`config.mk`:
```
export PLATFORM = sky130hd
export DESIGN_NAME = sram_port_arbiter
export DESIGN_NICKNAME = d
export VERILOG_FILES = /design/src/rtl/sram_port_arbiter.sv
export SDC_FILE = /design/constraint.sdc
export NUM_CORES = 1
export LEC_CHECK = 0
export CAP_MARGIN = 25
export CORE_AREA = 2 2 106 108
export DETAILED_ROUTE_END_ITERATION = 16
export DIE_AREA = 0 0 108 110
export PLACE_DENSITY = 0.63
export SYNTH_ARGS = -nofsm -noshare
export SYNTH_HDL_FRONTEND = slang
export SYNTH_SLANG_ARGS = --single-unit
```
`constraint.sdc`:
```
create_clock -name clk_i -period 3.4 [get_ports clk_i]
set_clock_uncertainty 0.2 [all_clocks]
set_input_delay 0.68 -clock clk_i [delete_from_list [all_inputs] [get_ports clk_i]]
set_output_delay 0.68 -clock clk_i [all_outputs]
set_load 0.005 [all_outputs]
```
`src/rtl/sram_port_arbiter.sv`:
```
// Two-cycle grant/response arbiter sharing one synchronous SRAM port between
// instruction fetch and the memory stage, with fixed kseg address translation.
module sram_port_arbiter #(
  parameter int unsigned AW = 32,
  parameter int unsigned DW = 32
) (
  input  logic          clk_i,
  input  logic          rst_ni,
  input  logic          inst_req_i,
  input  logic [AW-1:0] inst_addr_i,
  output logic          inst_ack_o,
  output logic [DW-1:0] inst_rdata_o,
  input  logic          data_req_i,
  input  logic [3:0]    data_wen_i,
  input  logic [AW-1:0] data_addr_i,
  input  logic [DW-1:0] data_wdata_i,
  output logic          data_ack_o,
  output logic [DW-1:0] data_rdata_o,
  output logic          sram_en_o,
  output logic [3:0]    sram_wen_o,
  output logic [AW-1:0] sram_addr_o,
  output logic [DW-1:0] sram_wdata_o,
  input  logic [DW-1:0] sram_rdata_i
);

  localparam logic [AW-1:0] PhysMask = AW'(32'h1fff_ffff);

  typedef enum logic [1:0] {StIdle, StRespI, StRespD} state_e;

  state_e state_q, state_d;
  logic   last_data_q, last_data_d;
  logic   grant_data, grant_inst;

  // Data wins contention unless it also took the previous grant.
  assign grant_data = data_req_i & (~inst_req_i | ~last_data_q);
  assign grant_inst = inst_req_i & ~grant_data;

  always_comb begin
    state_d      = state_q;
    last_data_d  = last_data_q;
    inst_ack_o   = 1'b0;
    inst_rdata_o = '0;
    data_ack_o   = 1'b0;
    data_rdata_o = '0;
    sram_en_o    = 1'b0;
    sram_wen_o   = 4'h0;
    sram_addr_o  = '0;
    sram_wdata_o = '0;
    unique case (state_q)
      StIdle: begin
        if (grant_data) begin
          sram_en_o    = 1'b1;
          sram_wen_o   = data_wen_i;
          sram_addr_o  = data_addr_i & PhysMask;
          sram_wdata_o = data_wdata_i;
          state_d      = StRespD;
          last_data_d  = 1'b1;
        end else if (grant_inst) begin
          sram_en_o    = 1'b1;
          sram_addr_o  = inst_addr_i & PhysMask;
          state_d      = StRespI;
          last_data_d  = 1'b0;
        end
      end
      StRespI: begin
        inst_ack_o   = 1'b1;
        inst_rdata_o = sram_rdata_i;
        state_d      = StIdle;
      end
      StRespD: begin
        data_ack_o   = 1'b1;
        data_rdata_o = sram_rdata_i;
        state_d      = StIdle;
      end
      default: state_d = StIdle;
    endcase
    // Outputs stay quiet for the whole reset interval, even with requests high.
    if (!rst_ni) begin
      inst_ack_o   = 1'b0;
      inst_rdata_o = '0;
      data_ack_o   = 1'b0;
      data_rdata_o = '0;
      sram_en_o    = 1'b0;
      sram_wen_o   = 4'h0;
      sram_addr_o  = '0;
      sram_wdata_o = '0;
    end
  end

  always_ff @(posedge clk_i or negedge rst_ni) begin
    if (!rst_ni) begin
      state_q     <= StIdle;
      last_data_q <= 1'b0;
    end else begin
      state_q     <= state_d;
      last_data_q <= last_data_d;
    end
  end

endmodule

```
==> reports/metrics.yaml <==
global_route:
  antenna_found_initial: 1
  grt_overflow: 0
  grt_max_degree: 37
  track_usage: 0.125
  grt_pass1_wl_um: 11700
  grt_pass1_vias: 2129
floorplanning:
  die-height_um: 110
  die_w_um: 108
  initial_core_util: 0.110
  die-area_um2: 11900
  pin_count: 271
  rows: 38
  fp.coreArea_um2: 10700
synthesis:
  ys_ff_latch: 3
  synth-xor-area-share: 0
  synth_simple_gate_area_frac: 0.592
  ys_seq_area_frac: 0.0639
  synth_warnings: 0
  synth_cell_type_count: 20
  synthCells: 166
  synth_top_family_by_area: "simple AND/OR/NAND/NOR gates"
  yosys.area_share.adder: 0
  synth_mux_area_frac: 0
  netlist_area_um2: 1170
  synth_compound_area_frac: 0.230
  syn_area_per_cell_um2: 7.08
cells_and_area:
  drive_above_1_share: 0.0332
  stdcell_area_um2: 4030
  most-common-layout-cells: "258 x clkdlybuf4s50_1, 100 x and2_1, 29 x a22o_1, 4 x buf_12"
  final_common_cell: "clkdlybuf4s50_1"
  synthToLayoutAreaGrowth_pct: 243
  final_cells: 563
  final_nets: 559
power:
  peakVddDrop_mv: 0.279
  p_total_uw: 872
  p_per_area_nw_per_um2: 216
  leakagePower_nw: 1.57
routing:
  drt_iter0_drc: 47
  drc: 0
  routed_wl_um: 8590
  wl_per_cell_um: 15.2
  dr.pass1.iters: 4
  drtAntennaViolNets: 0
  vias: 2185
  via_per_inst: 3.88
worst_setup_path:
  critPathLaunchType: "input pin"
  critical_path.slowest_cell: "clkdlybuf4s50_1"
  cp_num_buf_inv: 3
  path_class: "in2out"
  cp_top_family: "buffers and inverters"
  end_kind: "output port"
  slowest_delay_ps: 550
  crit_fanout: 18
  crit_top_cell: "clkdlybuf4s50_1"
  path_cells: "clkdlybuf4s50_1, and4_4, buf_12, and2_1, clkdlybuf4s50_1"
  required_ps: 2520
  crit_arrival_ps: 2430
cts:
  clk_pin_slew_worst_paths_ps: 30
  cts_tree: "yes"
  cts_sinks: 3
  root_buffer: "clkbuf_8"
  clock_latency_ps: 210
  clock_path_buffers: 2
  htree_levels: 1
  cts_setup_buffers: 0
  numCtsBuffers: 3
sta:
  hold_viol_final: 0
  rsz0062_at_grt: "false"
  finalMaxSlewViolations: 0
  period_minus_slack_ps: 3310
  fin_tns_setup_ps: 0
  max_freq_mhz: 302
  fin_crit_sh: 0.973
  setup_viol: 0
placement:
  place_inst: 557
  io_buffers: 261
  place_area_um2: 3940
  dp_hpwl_um: 7210
  globalplace.congestion: 0.724
status:
  status: "finished clean"
flow_run:
  drv_cap: 0
min_path:
  hold_class: "reg2reg"
## routing by layer
| metal | up-vias | global-route usage | routed length, um |
|---|---|---|---|
| li1 | 1068 | - | - |
| met1 | 995 | 0.132 | 3000 |
| met2 | 120 | 0.247 | 4680 |
| met3 | 2 | 0.0400 | 874 |
| met4 | 0 | 0.0201 | 35 |
| met5 | - | 0 | 0 |
## area by class of cell
type                       instances  area, um^2
fill                            1103        6670
tap                              140         175
antenna                            1        2.50
clock buffer                       4        45.0
timing repair buffer             269        2760
sequential                         3        75.1
multi-input combinational        146         980
## per-stage QoR
stage / worst slack [ps] / utilization / hold slack (ps)
after CTS: 39.7 / 0.373 / 311
after floorplan: 1130 / - / 184
final: 90.8 / 0.377 / 305
after global routing: 2.21 / 0.377 / 336
after global placement: 63.6 / 0.369 / 286
after detailed placement: 39.5 / 0.369 / 305
## path summary, 6_finish.rpt
check / slack, ps / startpoint / cells after the start / endpoint
max in group asynchronous: 2260 / rst_ni / 2 / state_q[0]
setup reg to reg: 2250 / state_q[1] / 3 / last_data_q
hold / removal: 300 / last_data_q / 1 / last_data_q
setup / recovery: 90 / rst_ni / 5 / sram_wdata_o[17]
min in group asynchronous: 460 / rst_ni / 1 / last_data_q
hold reg to reg: 300 / last_data_q / 1 / last_data_q
## power breakdown
part | leakage [nW] | internal, mW | switching, mW
Clock | 0.0228 | 0.0799 | 0.0228
Sequential | 0.0372 | 0.0479 | 0.0122
Combinational | 1.51 | 0.482 | 0.227
## state kept, by name, summed over array words and instances, names as in the netlist
register	flops
state_q	2
last_data_q	1
## Yosys cell counts
| library cell | instances | area, um^2 |
|---|---|---|
| and2_1 | 100 | 626 |
| a22o_1 | 29 | 254 |
| buf_4 | 7 | 52.6 |
| clkbuf_1 | 6 | 22.5 |
| buf_6 | 4 | 45.0 |
| dfrtp_1 | 3 | 75.1 |
| and3_1 | 2 | 12.5 |
| buf_2 | 2 | 10.0 |
| nand2_1 | 2 | 7.51 |
| a21oi_1 | 1 | 5.00 |
| a31oi_1 | 1 | 6.26 |
| and3b_1 | 1 | 8.76 |
| and4_1 | 1 | 8.76 |
| and4_4 | 1 | 11.3 |
| conb_1 | 1 | 3.75 |
| nand2b_1 | 1 | 6.26 |
| nor2_1 | 1 | 3.75 |
| nor2_2 | 1 | 6.26 |
| nor3_1 | 1 | 5.00 |
| o21ai_0 | 1 | 5.00 |
## repair_timing
action | in CTS | in global routing
setup endpoints to repair | 0 | 56
hold buffers | 0 | 0
resized for setup | 0 | 6
## cells by family after synthesis
| family | Yosys count |
|---|---|
| flip-flops | 3 |
| buffers and inverters | 19 |
| other | 1 |
| AND/OR/NAND/NOR | 111 |
| AO/OA/AOI/OAI | 32 |
(Power assumes the default switching activity.)
